## src/rtl/bias_pkg.sv

```systemverilog
// Shared types and constants for the bias loader: FSM state encoding and widths.
package bias_pkg;

  localparam int unsigned DATA_W       = 8;
  localparam int unsigned ADDR_W       = 8;
  localparam int unsigned CNT_W        = 9;
  localparam int unsigned BIAS_MEM_LAT = 1;

  typedef enum logic [2:0] {
    IDLE,
    FETCH,
    WAIT,
    LOAD,
    HOLD,
    DONE
  } bias_ld_state_t;

endpackage

```

## src/rtl/bias_loader_if.sv

```systemverilog
// Bundle of control, bias-memory and bias-buffer signals around the bias loader.
interface bias_loader_if;
  import bias_pkg::*;

  logic              start;
  logic [ADDR_W-1:0] base_addr;
  logic [CNT_W-1:0]  ch_count;
  logic              abort;
  logic              ch_next;
  logic              mem_rd_en;
  logic [ADDR_W-1:0] mem_addr;
  logic [DATA_W-1:0] mem_rd_data;
  logic [DATA_W-1:0] bias_input;
  logic              bias_read;
  logic              bias_valid;
  logic [CNT_W-1:0]  ch_idx;
  logic              busy;
  logic              done;

  modport master (
    input  start, base_addr, ch_count, abort, ch_next, mem_rd_data,
    output mem_rd_en, mem_addr, bias_input, bias_read, bias_valid, ch_idx, busy, done
  );

  modport slave (
    output start, base_addr, ch_count, abort, ch_next, mem_rd_data,
    input  mem_rd_en, mem_addr, bias_input, bias_read, bias_valid, ch_idx, busy, done
  );

endinterface

```

## src/rtl/bias_loader.sv

```systemverilog
// Fetches one bias per output channel from bias memory and loads it into the
// bias holding register, advancing one channel per consumer ch_next.
module bias_loader
  import bias_pkg::*;
(
  input  logic          clk,
  input  logic          rst,
  bias_loader_if.master bus
);

  bias_ld_state_t    state;
  bias_ld_state_t    state_nx;
  logic [ADDR_W-1:0] base_q;
  logic [CNT_W-1:0]  count_q;
  logic [CNT_W-1:0]  ch_idx_q;
  logic [DATA_W-1:0] bias_q;
  logic              last_ch;

  // count_q is never zero while in HOLD, so the decrement cannot underflow there
  assign last_ch = (ch_idx_q == CNT_W'(count_q - CNT_W'(1)));

  always_ff @(posedge clk or posedge rst) begin
    if (rst) state <= IDLE;
    else     state <= state_nx;
  end

  // abort wins over start/ch_next in every non-idle state
  always_comb begin
    state_nx = state;
    if (state != IDLE && bus.abort) begin
      state_nx = IDLE;
    end else begin
      case (state)
        IDLE:    if (bus.start) state_nx = (bus.ch_count == '0) ? DONE : FETCH;
        FETCH:   state_nx = WAIT;
        WAIT:    state_nx = LOAD;
        LOAD:    state_nx = HOLD;
        HOLD:    if (bus.ch_next) state_nx = last_ch ? DONE : FETCH;
        DONE:    state_nx = IDLE;
        default: state_nx = IDLE;
      endcase
    end
  end

  // Layer parameters, channel index and the captured bias word
  always_ff @(posedge clk or posedge rst) begin
    if (rst) begin
      base_q   <= '0;
      count_q  <= '0;
      ch_idx_q <= '0;
      bias_q   <= '0;
    end else begin
      if (state == IDLE && bus.start) begin
        base_q   <= bus.base_addr;
        count_q  <= bus.ch_count;
        ch_idx_q <= '0;
      end
      if (state == WAIT && !bus.abort) begin
        bias_q <= bus.mem_rd_data;
      end
      if (state == HOLD && !bus.abort && bus.ch_next && !last_ch) begin
        ch_idx_q <= ch_idx_q + CNT_W'(1);
      end
    end
  end

  always_comb begin
    bus.mem_rd_en  = 1'b0;
    bus.mem_addr   = '0;
    bus.bias_read  = 1'b1;
    bus.bias_valid = 1'b0;
    bus.done       = 1'b0;
    bus.busy       = (state != IDLE);
    bus.bias_input = bias_q;
    bus.ch_idx     = ch_idx_q;
    case (state)
      FETCH: begin
        bus.mem_rd_en = 1'b1;
        bus.mem_addr  = base_q + ADDR_W'(ch_idx_q);
      end
      LOAD:    bus.bias_read  = 1'b0;
      HOLD:    bus.bias_valid = 1'b1;
      DONE:    bus.done       = 1'b1;
      default: ;
    endcase
  end

endmodule

```

## src/flat_wrapper.sv

```systemverilog
// flat-port wrapper written by rule: the top's interface ports become plain ports
module bias_loader_flat import bias_pkg::*;
  (clk, rst, bus_start, bus_base_addr, bus_ch_count, bus_abort, bus_ch_next, bus_mem_rd_data, bus_mem_rd_en, bus_mem_addr, bus_bias_input, bus_bias_read, bus_bias_valid, bus_ch_idx, bus_busy, bus_done);
  bias_loader_if bus_i ();
  input  logic clk;
  input  logic rst;
  input wire logic [$bits(bus_i.start)-1:0] bus_start;
  input wire logic [$bits(bus_i.base_addr)-1:0] bus_base_addr;
  input wire logic [$bits(bus_i.ch_count)-1:0] bus_ch_count;
  input wire logic [$bits(bus_i.abort)-1:0] bus_abort;
  input wire logic [$bits(bus_i.ch_next)-1:0] bus_ch_next;
  input wire logic [$bits(bus_i.mem_rd_data)-1:0] bus_mem_rd_data;
  output wire logic [$bits(bus_i.mem_rd_en)-1:0] bus_mem_rd_en;
  output wire logic [$bits(bus_i.mem_addr)-1:0] bus_mem_addr;
  output wire logic [$bits(bus_i.bias_input)-1:0] bus_bias_input;
  output wire logic [$bits(bus_i.bias_read)-1:0] bus_bias_read;
  output wire logic [$bits(bus_i.bias_valid)-1:0] bus_bias_valid;
  output wire logic [$bits(bus_i.ch_idx)-1:0] bus_ch_idx;
  output wire logic [$bits(bus_i.busy)-1:0] bus_busy;
  output wire logic [$bits(bus_i.done)-1:0] bus_done;
  assign bus_i.start = bus_start;
  assign bus_i.base_addr = bus_base_addr;
  assign bus_i.ch_count = bus_ch_count;
  assign bus_i.abort = bus_abort;
  assign bus_i.ch_next = bus_ch_next;
  assign bus_i.mem_rd_data = bus_mem_rd_data;
  assign bus_mem_rd_en = bus_i.mem_rd_en;
  assign bus_mem_addr = bus_i.mem_addr;
  assign bus_bias_input = bus_i.bias_input;
  assign bus_bias_read = bus_i.bias_read;
  assign bus_bias_valid = bus_i.bias_valid;
  assign bus_ch_idx = bus_i.ch_idx;
  assign bus_busy = bus_i.busy;
  assign bus_done = bus_i.done;
  bias_loader u_core (.clk(clk), .rst(rst), .bus(bus_i));
endmodule
```

## config.mk

```make
export PLATFORM = sky130hd
export DESIGN_NAME = bias_loader_flat
export DESIGN_NICKNAME = d
export VERILOG_FILES = /design/src/rtl/bias_pkg.sv /design/src/rtl/bias_loader_if.sv /design/src/rtl/bias_loader.sv /design/src/flat_wrapper.sv
export SDC_FILE = /design/constraint.sdc
export NUM_CORES = 1
export LEC_CHECK = 0
export BUFFER_PORTS_ARGS = -buffer_cell sky130_fd_sc_hd__buf_2
export CAP_MARGIN = 20
export CORE_ASPECT_RATIO = 1.75
export CORE_UTILIZATION = 56
export DETAILED_ROUTE_END_ITERATION = 6
export GPL_ROUTABILITY_DRIVEN = 0
export MAX_ROUTING_LAYER = met4
export PLACE_DENSITY_LB_ADDON = 0.12
export SYNTH_ARGS = -nofsm -noshare
export SYNTH_HDL_FRONTEND = slang
export SYNTH_SLANG_ARGS = --single-unit
export TNS_END_PERCENT = 50
```

## constraint.sdc

```tcl
create_clock -name clk -period 6.73 [get_ports clk]
set_input_delay 0.3365 -clock clk [delete_from_list [all_inputs] [get_ports clk]]
set_output_delay 0.3365 -clock clk [all_outputs]
set_load 0.03 [all_outputs]
```

==> impl_metrics.tcl <==
set metrics [dict create \
    grt_use_met2_pct 48.0 \
    period_share_pct 42.9 \
    yosys-top-cells-area "dfrtp_1, nand2_1, xnor2_1" \
    synthCells 250 \
    reg2regPathDepth 9 \
    dp_slack_ns 4.06 \
    ys_types 44 \
    min_period_ns 2.89 \
    syn-num-nets 290 \
    synth_top_area_share_pct 41.7 \
    async_flop_share_pct 100 \
    crit_type "flop to output port" \
    n_fill_cell 351 \
    synth_warnings 0 \
    die_h_um 85.3 \
    io_pins 60 \
    seq_power_share_pct 37.3 \
    postRouteAntennaNets 0 \
    fmax_mhz 347 \
    synth_most_common_cell "nand2_1" \
    viasPerCell 5.45 \
    first_pass_iters 4 \
    fp.coreArea_um2 3700 \
    first_iter_violations 45 \
    power.leakage_nw 1.34 \
    final_layout_size_suffix_gt1_share_pct 26.6 \
    place_hpwl_um 3850 \
    setup_tns_ns 0 \
    dr_total_vias 1930 \
    overflow 0 \
    power_density_nw_per_um2 388 \
    yosys_register_bits 37 \
    yosys-top-cells-count "nand2_1, dfrtp_1, nor2_1" \
    initial_core_util_pct 60.0 \
    maxSlewViolCount 0 \
    cts-hold-fix-buffers 0 \
    grt.total_usage_pct 26.4 \
    syn2layout_area_growth_pct 17.6 \
    hold_viol_final 0 \
    antenna_found_initial 0 \
    power_frac_clock_pct 13.7 \
    critPathMaxFanout 7 \
    worst_r2r_endpoint "u_core.bus.ch_idx[4]" \
    power_switching_uw 451 \
    worstMarginPinSlew_ns 1.02 \
    wl_per_cell_um 14.0 \
    combPwrFrac_pct 49.0 \
    die_area_um2 4230 \
    p_int_uw 561 \
    grt_start_max_net_pins 38 \
    cts-root-buf "clkbuf_8" \
    gr-usage-met3_pct 3.23 \
    antennaDiodeCount 0 \
    cp_data_arrival_time_ns 2.55 \
    clockBufferDepth 2 \
    syn-mean-instance-area_um2 8.88 \
    synth_top_area_cell "dfrtp_1" \
    placed_area_um2 2540 \
    fin_cells 354 \
    end_kind "output port" \
    worst_slack_ns 3.84 \
    setup_violations 0 \
    synth_edf_count 0 \
    io_buffers 59 \
    cts_setup_buffers 0 \
    drc 0 \
    dp_cells 348 \
    peakVddDrop_v 0.000302 \
    worst_clock_skew_ns 0.00739 \
    switching_share_pct 44.6 \
    power.total_mw 1.01 \
    first_global_vias 1885 \
    cts_num_sinks 37 \
    holdWs_ns 0.144 \
    timing.slew.headroom_pct 31.2 \
    nets 349 \
    post-route-util_pct 70.5 \
    totalWireLength_um 4970 \
    cts_tree "yes" \
    max_cap_violations 0 \
    final_area_um2 2610 \
    status "completed" \
    top_usage_layer "met2" \
    rrSetupSlack_ns 4.04 \
    die_w_um 49.6 \
    num_rows 29 \
    rsz0062_at_grt "false" \
    cts_buffers 5 \
    clkLatencyLatePin_ns 0.28 \
    use_met1_pct 27.6 \
    startpoint_type "flop" \
    ys.flop_type "dfrtp_1" \
    grt_pass1_wl_um 8200 \
    required_ns 6.39 \
    syn_area_um2 2220 \
    htree_levels 2 \
    clk_pin_slew_ns 0.07 \
    hold_class "input pin to asynchronous set/reset pin" \
    r2r_start "u_core.count_q[0]" \
    synth_seq_area_share_pct 41.7 \
    cts_resized 0 \
]
-- cell families (layout without fill, tap and decap cells) --
family	Yosys count	after routing	share of synthesized area (%)
AOI/OAI and AO/OA	34	34	11.0
xor gates and xnor gates	20	20	7.89
adders and majority gates	10	10	5.98
buffers and inverters	16	74	3.33
DFF	37	37	41.7
muxes	8	8	4.06
and+or+nand+nor	125	125	26.0
-- placed cells by master, fill, tap and decap left out, types with 2 or more instances in the layout --
| master | instances |
|---|---|
| ha_1 | 9 |
| nor2b_1 | 2 |
| a21o_1 | 6 |
| a21oi_1 | 4 |
| xnor2_1 | 15 |
| inv_1 | 8 |
| o21ai_0 | 10 |
| clkbuf_8 | 5 |
| nor4_1 | 2 |
| a211oi_1 | 2 |
| or2_2 | 2 |
| mux2_2 | 8 |
| nand4_1 | 3 |
| nor3_1 | 15 |
| and2_1 | 3 |
| dfrtp_1 | 37 |
| a211o_1 | 3 |
| nor2_1 | 20 |
| buf_2 | 59 |
| nand2_1 | 55 |
| nand3_1 | 8 |
| nand2b_1 | 6 |
| xor2_1 | 5 |
-- final cells by class --
cell class	instances	area [um^2]	area share (%)
clock buffers	5	68.8	2.64
clock inverters	1	5.00	0.192
inverters	8	30.0	1.15
multi-input cells	197	1220	46.7
flip-flops and latches	37	926	35.5
well taps	46	57.6	2.21
repair buffers	60	303	11.6
-- worst max-delay path by stage --
stage          cells after the start              endpoint                  from  slack, ns
3_3_place_gp                       9  u_core.bus.ch_idx[5]     u_core.count_q[0]       4.11
5_1_grt                            9       bus_mem_addr[6]  u_core.bus.ch_idx[0]       3.73
4_1_cts                            9       bus_mem_addr[6]  u_core.bus.ch_idx[0]       3.84
6_report                           9       bus_mem_addr[6]  u_core.bus.ch_idx[0]       3.84
3_5_place_dp                       9  u_core.bus.ch_idx[5]     u_core.count_q[0]       4.06
2_1_floorplan                      8       bus_mem_addr[6]  u_core.bus.ch_idx[0]       4.03
-- registers in the layout, indices dropped and copies added, names as in the netlist --
name,count
u_core.base_q,8
u_core.bus.bias_input,8
u_core.bus.ch_idx,9
u_core.count_q,9
u_core.state,3
-- power by group through the flow --
| stage | Clock [mW] | Sequential, mW | Combinational [mW] |
|---|---|---|---|
| after floorplan | 0 | 0.407 | 0.343 |
| after global placement | 0 | 0.376 | 0.485 |
| after detailed placement | 0 | 0.379 | 0.497 |
| after CTS | 0.142 | 0.376 | 0.499 |
| after global routing | 0.151 | 0.387 | 0.542 |
| final | 0.139 | 0.377 | 0.496 |
-- critical path, cell delays in order (launching register included) --
cell and delay [ns]:
dfrtp_1 0.47, ha_1 0.27, fa_1 0.42, a21o_1 0.18, a21o_1 0.19, a21o_1 0.18, a21oi_1 0.16, xor2_1 0.15
nor2_1 0.05, buf_2 0.18
-- routing by layer --
metal / routed length (um) / part of all wire (%)
met1: 1940 / 39
met2: 2740 / 55
met3: 164 / 3.3
met4: 119 / 2.4
met5: 0 / 0
(Power assumes the default switching activity.)
